$ cat config.mk
export PLATFORM = sky130hd
export DESIGN_NAME = hub75_capture
export DESIGN_NICKNAME = d
export VERILOG_FILES = /design/src/rtl/hub75_capture.sv
export SDC_FILE = /design/constraint.sdc
export NUM_CORES = 1
export LEC_CHECK = 0
export BUFFER_PORTS_ARGS = -buffer_cell sky130_fd_sc_hd__buf_2
export CAP_MARGIN = 0
export CORE_ASPECT_RATIO = 0.9
export CORE_MARGIN = 1.5
export CORE_UTILIZATION = 40
export CTS_BUF_LIST = sky130_fd_sc_hd__clkbuf_8
export DETAILED_ROUTE_END_ITERATION = 10
export GPL_TIMING_DRIVEN = 0
export PLACE_DENSITY = 0.64
export SYNTH_ARGS = -nofsm -noshare
export SYNTH_HDL_FRONTEND = slang
export SYNTH_SLANG_ARGS = --single-unit
$ cat constraint.sdc
create_clock -name clk_in -period 32.5 [get_ports clk_in]
set_input_delay 8.125 -clock clk_in [delete_from_list [all_inputs] [get_ports clk_in]]
set_output_delay 8.125 -clock clk_in [all_outputs]
set_load 0.005 [all_outputs]
$ cat src/rtl/hub75_capture.sv
// hub75_capture: samples HUB75 panel signals on clk_in, rebuilds each latched row-pair line
// and offers it downstream as one record on valid/ready. Optional OE check: HUB75_CAPTURE_OE_CHECK_EN.
module hub75_capture #(
    parameter int NUM_COLS  = 64,
    parameter int SCAN_RATE = 32,
    parameter int CNT_W     = $clog2(NUM_COLS) + 1
) (
    input  logic                         clk_in,
    input  logic                         rst_in_n,
    input  logic                         hub_clk,
    input  logic                         hub_latch,
    input  logic                         hub_oe_n,
    input  logic [$clog2(SCAN_RATE)-1:0] hub_addr,
    input  logic [2:0]                   hub_rgb0,
    input  logic [2:0]                   hub_rgb1,
    output logic                         line_valid,
    input  logic                         line_ready,
    output logic [$clog2(SCAN_RATE)-1:0] line_addr,
    output logic [3*NUM_COLS-1:0]        line_rgb0,
    output logic [3*NUM_COLS-1:0]        line_rgb1,
    output logic [CNT_W-1:0]             line_count,
    output logic                         line_short,
    output logic                         line_long,
    output logic                         overrun,
    output logic                         oe_err
);
    localparam int ADDR_W = $clog2(SCAN_RATE);
    localparam int LINE_W = 3 * NUM_COLS;
    localparam int SYNC_W = ADDR_W + 9;
    localparam logic [CNT_W-1:0] CNT_FULL = CNT_W'(NUM_COLS);
    localparam logic [CNT_W-1:0] CNT_SAT  = CNT_W'(NUM_COLS + 1);
    localparam logic [0:0] ST_IDLE = 1'b0;
    localparam logic [0:0] ST_HOLD = 1'b1;

    logic [1:0]        rst_sync_r;
    logic              rst_n_s;
    logic [SYNC_W-1:0] raw_s;
    logic [SYNC_W-1:0] sync1_r;
    logic [SYNC_W-1:0] sync2_r;
    logic              hub_clk_d_r;
    logic              hub_latch_d_r;
    logic              s_clk;
    logic              s_latch;
    logic              s_oe_n;
    logic [ADDR_W-1:0] s_addr;
    logic [2:0]        s_rgb0;
    logic [2:0]        s_rgb1;
    logic              clk_rise_s;
    logic              latch_rise_s;

    logic [LINE_W-1:0] work0_r;
    logic [LINE_W-1:0] work1_r;
    logic [CNT_W-1:0]  cnt_r;
    logic [LINE_W-1:0] work0_next_s;
    logic [LINE_W-1:0] work1_next_s;
    logic [CNT_W-1:0]  cnt_next_s;

    logic [0:0]        state_r;
    logic [0:0]        state_next_s;
    logic              load_s;
    logic              drop_s;
    logic              overrun_r;

    // Reset asserts asynchronously but releases two clk_in edges later
    always_ff @(posedge clk_in or negedge rst_in_n) begin
        if (!rst_in_n) begin
            rst_sync_r <= 2'b00;
        end else begin
            rst_sync_r <= {rst_sync_r[0], 1'b1};
        end
    end
    assign rst_n_s = rst_sync_r[1];

    assign raw_s = {hub_clk, hub_latch, hub_oe_n, hub_addr, hub_rgb0, hub_rgb1};

    // All panel signals share one synchronizer so their relative alignment survives
    always_ff @(posedge clk_in or negedge rst_n_s) begin
        if (!rst_n_s) begin
            sync1_r       <= {SYNC_W{1'b0}};
            sync2_r       <= {SYNC_W{1'b0}};
            hub_clk_d_r   <= 1'b0;
            hub_latch_d_r <= 1'b0;
        end else begin
            sync1_r       <= raw_s;
            sync2_r       <= sync1_r;
            hub_clk_d_r   <= sync2_r[SYNC_W-1];
            hub_latch_d_r <= sync2_r[SYNC_W-2];
        end
    end

    assign s_clk        = sync2_r[SYNC_W-1];
    assign s_latch      = sync2_r[SYNC_W-2];
    assign s_oe_n       = sync2_r[SYNC_W-3];
    assign s_addr       = sync2_r[6 +: ADDR_W];
    assign s_rgb0       = sync2_r[5:3];
    assign s_rgb1       = sync2_r[2:0];
    assign clk_rise_s   = s_clk & ~hub_clk_d_r;
    assign latch_rise_s = s_latch & ~hub_latch_d_r;

    // Working line after this cycle's shift; the snapshot uses these so a coincident shift is included
    always_comb begin
        work0_next_s = work0_r;
        work1_next_s = work1_r;
        cnt_next_s   = cnt_r;
        if (clk_rise_s) begin
            work0_next_s = {work0_r[LINE_W-4:0], s_rgb0};
            work1_next_s = {work1_r[LINE_W-4:0], s_rgb1};
            if (cnt_r != CNT_SAT) begin
                cnt_next_s = cnt_r + CNT_W'(1);
            end else begin
                cnt_next_s = cnt_r;
            end
        end else begin
            work0_next_s = work0_r;
            work1_next_s = work1_r;
            cnt_next_s   = cnt_r;
        end
    end

    // Working shift register and per-line shift counter; pixels persist across latches
    always_ff @(posedge clk_in or negedge rst_n_s) begin
        if (!rst_n_s) begin
            work0_r <= {LINE_W{1'b0}};
            work1_r <= {LINE_W{1'b0}};
            cnt_r   <= {CNT_W{1'b0}};
        end else begin
            work0_r <= work0_next_s;
            work1_r <= work1_next_s;
            if (latch_rise_s) begin
                cnt_r <= {CNT_W{1'b0}};
            end else begin
                cnt_r <= cnt_next_s;
            end
        end
    end

    // Handshake control: a latch in HOLD only replaces the record if it is being taken this cycle
    always_comb begin
        state_next_s = state_r;
        load_s       = 1'b0;
        drop_s       = 1'b0;
        case (state_r)
            ST_IDLE: begin
                if (latch_rise_s) begin
                    load_s       = 1'b1;
                    state_next_s = ST_HOLD;
                end else begin
                    state_next_s = ST_IDLE;
                end
            end
            ST_HOLD: begin
                if (latch_rise_s) begin
                    if (line_ready) begin
                        load_s = 1'b1;
                    end else begin
                        drop_s = 1'b1;
                    end
                    state_next_s = ST_HOLD;
                end else if (line_ready) begin
                    state_next_s = ST_IDLE;
                end else begin
                    state_next_s = ST_HOLD;
                end
            end
            default: begin
                state_next_s = ST_IDLE;
            end
        endcase
    end

    // State and sticky overrun
    always_ff @(posedge clk_in or negedge rst_n_s) begin
        if (!rst_n_s) begin
            state_r   <= ST_IDLE;
            overrun_r <= 1'b0;
        end else begin
            state_r   <= state_next_s;
            overrun_r <= overrun_r | drop_s;
        end
    end

    // Output record register, only written on an accepted latch
    always_ff @(posedge clk_in or negedge rst_n_s) begin
        if (!rst_n_s) begin
            line_addr  <= {ADDR_W{1'b0}};
            line_rgb0  <= {LINE_W{1'b0}};
            line_rgb1  <= {LINE_W{1'b0}};
            line_count <= {CNT_W{1'b0}};
            line_short <= 1'b0;
            line_long  <= 1'b0;
        end else if (load_s) begin
            line_addr  <= s_addr;
            line_rgb0  <= work0_next_s;
            line_rgb1  <= work1_next_s;
            line_count <= cnt_next_s;
            line_short <= (cnt_next_s < CNT_FULL);
            line_long  <= (cnt_next_s > CNT_FULL);
        end else begin
            line_addr  <= line_addr;
            line_rgb0  <= line_rgb0;
            line_rgb1  <= line_rgb1;
            line_count <= line_count;
            line_short <= line_short;
            line_long  <= line_long;
        end
    end

    assign line_valid = (state_r == ST_HOLD);
    assign overrun    = overrun_r;

`ifdef HUB75_CAPTURE_OE_CHECK_EN
    logic oe_err_r;

    // Latching while the panel is lit is flagged but the line is still captured
    always_ff @(posedge clk_in or negedge rst_n_s) begin
        if (!rst_n_s) begin
            oe_err_r <= 1'b0;
        end else if (latch_rise_s && !s_oe_n) begin
            oe_err_r <= 1'b1;
        end else begin
            oe_err_r <= oe_err_r;
        end
    end
    assign oe_err = oe_err_r;
`else
    logic unused_oe_s;
    assign unused_oe_s = s_oe_n;
    assign oe_err      = 1'b0;
`endif

endmodule

==> metrics.md, run 1 <==
| Metric | Value |
|---|---|
| Outcome | finished clean |
| RSZ-0062 raised after global routing | no |
| Crit path kind | reg2out |
| Crit end category | output port |
| Setup violators final | 0 |
| WP buf/inv | 1 |
| Syn-to-layout area delta | 21.45% |
| Syn Area/Cell | 9.014 sq um |
| Ys Warns | 0 |
| Cell taking the most area after synthesis | dfrtp_1 |
| H-tree depth | 4 |
| Hold Slack | 345.8 ps |
| CTS root buf | clkbuf_8 |
| CTS sink cnt | 821 |
| Ports | 418 |
| Drt total wl | 75.07 mm |
| Worst EP required | 24,370 ps |
| Wirelength per Cell | 14.80 um |
| Crit Path Max Fanout | 3 |
| Hold buffer count at cts | 0 |
| Postcts setup bufs | 0 |
| Slew Limit Fails | 0 |
| Synth cell types | 32 |
| Worst Path Arrival | 1330 ps |
| Starting Density | 40.63% |
| Core Box Area | 0.07512 sq mm |
| Starting DRT DRC Count | 1,228 |
| Leakage | 0.02239 uW |
| Actual slew at the worst max-slew pin | 870.7 ps |
| Maxcap violations | 0 |
| Placed insts | 4,833 |
| Syn nets | 3,405 |
| Clk_lat worst skew | 750 ps |
| Largest net degree at the start of global routing | 71 |
| HPWL Detailed | 51.89 mm |
| Fmax | 105.8 MHz |
| TritonCTS buffer count | 134 |
| Hold Path Class | reg2reg |
| Crit start category | flip-flop |
| Pwr Total | 2203 uW |
| Final Hold Vio Count | 0 |
| Row Count | 95 |
| Chip width | 294.2 um |
| Max rail drop VDD | 0.03527 mV |
| Layout cells sized above 1 | 18.77% |
| Via count | 22,759 |
| Slowest cell on crit path | dfrtp_1 |
| Layout Cells excl Fill | 5,074 |
| CTS clk-pin slew, worst paths | 60 ps |
| Post-route ant nets | 0 |
| Cell Area, Synth | 0.03052 sq mm |
| Post-synth EDFFs | 0 |
| Pwr/cell area | 59.43 mW/mm^2 |
| Cell count after synthesis | 3,386 |
| Post-CTS Resized | 0 |
| Flops & latches, synth | 821 |
| Register area share after synthesis | 67.31% |
| Post-DR vias/cell | 4.485 |
| Overall routing resource usage | 19.50% |
| Port bufs | 415 |
| Number of global-route vias before repair | 22,755 |
| Worst path max stage delay | 400 ps |
| Delay-heaviest family, CP | flip-flops |
| Fillers | 7,237 |
| Commonest cells in the synthesized netlist | nand2_1, dfrtp_1, buf_2 |
| Post-synth ARST share | 100.0% |
| Clock Skew | 23.50 ps |
| Placer Congestion | 0.8069 |
| CP Cell Sequence | buf_2 |
| Fin nets | 3,970 |
| Initial antenna violation count | 1 |
| First-pass GRT wire length | 120.8 mm |
| Max Buffers Root-to-Sink | 3 |
| DRC viols | 0 |
| Share of the synthesized area in the top cell type | 67.31% |
| Fin crit share | 29.08% |
| Total gr overflow | 0 |
| Fin crit period | 9451 ps |
| Relative slew slack | 41.95% |
| Total Die Area | 0.07798 sq mm |
| First-pass detailed-route iteration total | 8 |
| Top_reg_cell synth | dfrtp_1 |
| Most common cell in the netlist | nand2_1 |
| Largest cells by area after synthesis | dfrtp_1, nand2_1, buf_2 |
| DIE HEIGHT | 265.1 um |
| CTS tree | done |
[per-layer routing]
metal	routed length [um]	share of wire, %	GRT usage (%)	vias up
met3	6005	8.0	7.010	109
met4	1363	1.8	6.199	0
met5	0	0	0	-
li1	-	-	-	11413
met2	33510	45	29.35	448
met1	34190	46	26.28	10789
[worst paths after layout]
kind | start | end | slack [ps] | cells after the start
worst min-delay path | sync1_r[0]$_DFF_PN0_ | sync2_r[0]$_DFF_PN0_ | 350 | 0
max in group asynchronous | rst_in_n | rst_sync_r[1]$_DFF_PN0_ | 25240 | 1
worst max-delay path | line_long$_DFFE_PN0P_ | line_long | 23050 | 1
worst min register to register | sync1_r[0]$_DFF_PN0_ | sync2_r[0]$_DFF_PN0_ | 350 | 0
min in group asynchronous | rst_sync_r[1]$_DFF_PN0_ | line_rgb1[15]$_DFFE_PN0P_ | 440 | 0
worst max register to register | rst_sync_r[1]$_DFF_PN0_ | line_rgb0[60]$_DFFE_PN0P_ | 29860 | 5
[flip-flops by register name, indices dropped and copies added (netlist names)]
signal and cells:
line_rgb0 192, hub_latch_d_r 1, line_addr 5, line_count 7
line_long 1, work1_r 192, cnt_r 7, work0_r 192
sync2_r 13, hub_clk_d_r 1, sync1_r 13, line_valid 1
line_rgb1 192, rst_sync_r 2, overrun 1, line_short 1
[placed cells by master, fill, tap and decap left out, types with 2 or more instances in the layout]
cell / count
inv_1: 45
clkinv_2: 14
inv_8: 3
a31oi_1: 2
clkinv_8: 2
bufinv_16: 7
nand2_1: 2332
buf_2: 536
buf_1: 9
nor2_1: 14
ha_1: 2
clkinvlp_4: 2
dfrtp_1: 820
buf_4: 5
xnor2_1: 4
nand2b_1: 2
conb_1: 2
clkbuf_8: 164
inv_6: 6
a21o_1: 2
nand3_1: 3
buf_12: 2
o21ai_0: 8
nor2b_1: 3
buf_16: 12
clkbuf_1: 39
[logic make-up (layout without fill, tap and decap cells)]
kind of cell | Yosys count | in the layout | share of synthesized area, %
simple gates | 2362 | 2362 | 29.26
flops | 821 | 821 | 67.31
buf+inv | 178 | 847 | 2.804
compound gates | 16 | 16 | 0.3812
xor+xnor | 5 | 5 | 0.1435
fa+ha+maj | 2 | 2 | 0.08197
other cells | 2 | 3 | 0.02460
[cell type report]
cell class | count | area, sq um | area share [%]
Sequential cell | 821 | 20550 | 55.43
Multi-Input combinational cell | 2387 | 9123 | 24.61
Timing Repair Buffer | 429 | 2447 | 6.602
Clock buffer | 163 | 2243 | 6.052
Tap cell | 1018 | 1274 | 3.436
Buffer | 176 | 848.3 | 2.288
Clock inverter | 77 | 575.6 | 1.553
Inverter | 2 | 7.507 | 0.02025
Antenna cell | 1 | 2.502 | 0.006751
[through the flow]
stage	setup WS (ps)	cell area, sq um	util (%)	setup TNS (ps)
6_report	23050	37070	49.35	0
5_1_grt	22950	37070	49.34	0
4_1_cts	22960	37070	49.34	0
3_5_place_dp	22700	34250	45.59	0
3_3_place_gp	-1827	33870	45.09	-1413590
2_1_floorplan	7921	30520	-	0
[report_power, final]
part | internal [uW] | total [uW] | switching, uW
Clock | 514 | 936 | 422
Sequential | 1070 | 1110 | 30.6
Combinational | 52.1 | 161 | 109
Total | 1640 | 2200 | 561
(Power assumes the default switching activity.)
==> run 2: changes to the inputs <==
Settings changed: ABC_AREA from default to 1, PLACE_DENSITY 0.64 to 0.66.
Clock period 32.5 ns to 8.5 ns, I/O delays scaled along.
==> metrics.md, run 2 <==
| Metric | Value |
|---|---|
| Outcome | finished clean |
| Crit Path Max Fanout | 2 (-1) |
| Reg-to-reg slack, setup | 5970 ps (-23,890 ps) |
| FF-to-FF Start | hub_latch_d_r$_DFF_PN0_ |
| Chip width | 291.9 um (-0.76%) |
| Fmax | 291.2 MHz |
| Ports | 418 (unchanged) |
| Cell taking the most area after synthesis | dfrtp_1 |
| Leakage | 0.01927 uW (-14%) |
| Syn-to-layout area delta | 21.16% |
| Pwr Total | 9125 uW (+310%) |
| Hold Path Class | reg2async |
| Post-Synth XOR/XNOR Area | 0% (-0.14 points) |
| Clock Skew | 42.90 ps (+19.40 ps) |
| First-pass GRT wire length | 125.1 mm (+3.6%) |
| Placed insts | 4,427 (-8.4%) |
| Commonest non-fill, non-tap cell in the layout | nand2_1 |
| Layout cells sized above 1 | 20.33% (+1.6 points) |
| Max Buffers Root-to-Sink | 3 (unchanged) |
| Total Die Area | 0.07679 sq mm (-1.5%) |
| DP Area | 0.03371 sq mm (-1.6%) |
| Number of global-route vias before repair | 22,955 (+0.88%) |
| Via count | 23,365 (+2.7%) |
| Drt total wl | 78.44 mm (+4.5%) |
| Crit end category | output port |
| Postcts setup bufs | 0 (unchanged) |
| Commonest cells in the synthesized netlist | nand2_1, dfrtp_1, nor2_1 |
| Top_reg_cell synth | dfrtp_1 |
| Largest net degree at the start of global routing | 71 (unchanged) |
| Total gr overflow | 0 (unchanged) |
| Fin nets | 3,615 (-8.9%) |
| Share of the synthesized area in the top cell type | 68.36% (+1.0 points) |
| Post-route ant nets | 0 (unchanged) |
| Overall routing resource usage | 20.41% (+0.91 points) |
| Setup violators final | 0 (unchanged) |
| Sw frac | 27.33% (+1.8 points) |
| Fin crit share | 40.40% |
| Post-synth EDFFs | 0 (unchanged) |
| Synth Area in Simple Gates | 20.29% (-9.0 points) |
| CTS sink cnt | 821 (unchanged) |
| Cell Int Power | 6632 uW (+300%) |
| Largest cells by area after synthesis | dfrtp_1, nand2_1, a31oi_1 |
| HPWL Detailed | 53.78 mm (+3.6%) |
| Wirelength per Cell | 16.82 um (+14%) |
| Core Box Area | 0.07453 sq mm (-0.79%) |
| First-pass detailed-route iteration total | 5 (-3) |
| Post-CTS Resized | 0 (unchanged) |
| CTS clk-pin slew, worst paths | 70 ps (about the same) |
| TritonCTS buffer count | 137 (+2.2%) |
| Psw | 2494 uW (+340%) |
| Commonest non-fill, non-tap cells in the layout | nand2_1, dfrtp_1, buf_2 |
| Fraction of synthesized area in multiplexers | 0% (unchanged) |
| Combinational power share | 12.4% (+5.1 points) |
| Clock share of power | 37.8% (-4.7 points) |
| Starting Density | 40.33% (-0.30 points) |
| Syn nets | 3,048 (-10%) |
| Initial antenna violation count | 1 (unchanged) |
| Relative slew slack | 44.52% (+2.6 points) |
| Fin crit period | 3434 ps |
| Flops & latches, synth | 821 (unchanged) |
| Starting DRT DRC Count | 1,557 (+27%) |
| Slowest cell on crit path | dfrtp_1 |
| CTS tree | done |
| Slew Limit Fails | 0 (unchanged) |
| CTS root buf | clkbuf_8 |
| Clk_lat worst skew | 760 ps (about the same) |
| H-tree depth | 4 (unchanged) |
| Final Hold Vio Count | 0 (unchanged) |
| Sequential Power Share | 49.8% (-0.4 points) |
| Worst EP required | 6380 ps (-17,990 ps) |
| Layout Cells excl Fill | 4,663 (-8.1%) |
| DIE HEIGHT | 263.0 um (-0.76%) |
| Instance count on the critical path | 1 (unchanged) |
| Synth Area in Adders | 0.08326% (+0.0013 points) |
| Delay-heaviest family, CP | flip-flops |
| Largest family of logic cells by synthesized area | simple AND/OR/NAND/NOR gates |
| Post-synth ARST share | 100.0% (unchanged) |
| Crit path kind | reg2out |
| Syn Area/Cell | 9.922 sq um (+10%) |
| Post-route cell area | 0.03641 sq mm (-1.8%) |
| Synth cell types | 24 (-25%) |
| Placer Congestion | 0.8008 (-0.76%) |
| RSZ-0062 raised after global routing | no |
| Cell count after synthesis | 3,029 (-11%) |
| Pwr/cell area | 250.6 mW/mm^2 (+320%) |
| R2r endpoint | line_rgb1[79]$_DFFE_PN0P_ |
| Most common cell in the netlist | nand2_1 |
| Hold buffer count at cts | 0 (unchanged) |
| Post-DR vias/cell | 5.011 (+12%) |
| Worst Path Arrival | 1310 ps (-20 ps) |
| Port bufs | 415 (unchanged) |
| Crit start category | flip-flop |
| Worst Reg-to-Reg Cells | 7 (+2) |
| Actual slew at the worst max-slew pin | 832.3 ps (-38.46 ps) |
| Worst path max stage delay | 390 ps (about the same) |
| Maxcap violations | 0 (unchanged) |
| Cell Area, Synth | 0.03006 sq mm (-1.5%) |
| Register area share after synthesis | 68.36% (+1.0 points) |
| Ys Warns | 0 (unchanged) |
| WP buf/inv | 1 (unchanged) |
| Compound-Gate Fraction of Synth Area | 8.176% (+7.8 points) |
| CP Cell Sequence | buf_2 |
| Max rail drop VDD | 0.1508 mV (+330%) |
| Row Count | 95 (unchanged) |
| DRC viols | 0 (unchanged) |
-- run 2: cell count changes after synthesis, sizes merged, moves of 2 or more --
| cell | before | now |
|---|---|---|
| a21o | 2 | 0 |
| buf | 136 | 132 |
| xnor2 | 4 | 0 |
| o21ai | 8 | 12 |
| inv | 2 | 21 |
| nor2 | 15 | 396 |
| o21bai | 0 | 3 |
| nor2b | 3 | 0 |
| nand2 | 2333 | 1206 |
| a31oi | 2 | 378 |
| nand2b | 3 | 0 |
| nand3 | 3 | 8 |
-- run 2: how the worst max path moves through the flow --
stage / startpoint / end / slack (ps)
floorplan: rst_sync_r[1]$_DFF_PN0_ / cnt_r[0]$_DFF_PN0_ / 590
global placement: rst_sync_r[1]$_DFF_PN0_ / line_rgb0[94]$_DFFE_PN0P_ / -2580
detailed placement: line_ready / line_rgb1[79]$_DFFE_PN0P_ / 4500
CTS: line_rgb0[176]$_DFFE_PN0P_ / line_rgb0[176] / 4970
global route: line_rgb1[8]$_DFFE_PN0P_ / line_rgb1[8] / 4980
finish: line_rgb1[8]$_DFFE_PN0P_ / line_rgb1[8] / 5070
-- run 2: per-layer routing --
layer / vias to the layer above / wire length [um] / track usage, %
met4: 0 / 2126 / 7.573
met2: 605 / 35530 / 30.96
li1: 11115 / - / -
met3: 136 / 5343 / 5.707
met5: - / 0 / 0
met1: 11509 / 35440 / 27.99
-- run 2: final cells by class --
class | instances | area (sq um)
Antenna cell | 4 | 10.01
Buffer | 173 | 843.3
Clock buffer | 169 | 2326
Clock inverter | 63 | 371.6
Fill cell | 6923 | 38110
Inverter | 21 | 78.83
Multi-Input combinational cell | 2014 | 8588
Sequential cell | 821 | 20550
Tap cell | 970 | 1214
Timing Repair Buffer | 428 | 2435
-- run 2: per-stage QoR --
step / setup TNS (ps) / utilization [%] / hold WS (ps) / setup WS (ps)
finish: 0 / 48.86 / 338.1 / 5066
global route: 0 / 48.85 / 355.1 / 4976
CTS: 0 / 48.85 / 341.9 / 4966
detailed placement: 0 / 45.23 / 334.7 / 4496
global placement: -1961520 / 44.75 / 332.8 / -2580
floorplan: 0 / - / 331.2 / 593.7
-- run 2: logic make-up after synthesis --
logic type,after synthesis
compound gates,395
buf+inv,194
fa+ha+maj,2
other cells,2
simple gates,1615
flops,821
-- run 2: power by group through the flow --
| stage | clock, uW | combinational, uW | sequential (uW) |
|---|---|---|---|
| 3_3_place_gp | 0 | 1050 | 4670 |
| 3_5_place_dp | 0 | 1160 | 4610 |
| 6_report | 3450 | 1130 | 4540 |
| 2_1_floorplan | 0 | 497 | 4650 |
| 4_1_cts | 3540 | 1160 | 4550 |
| 5_1_grt | 3710 | 1270 | 4590 |
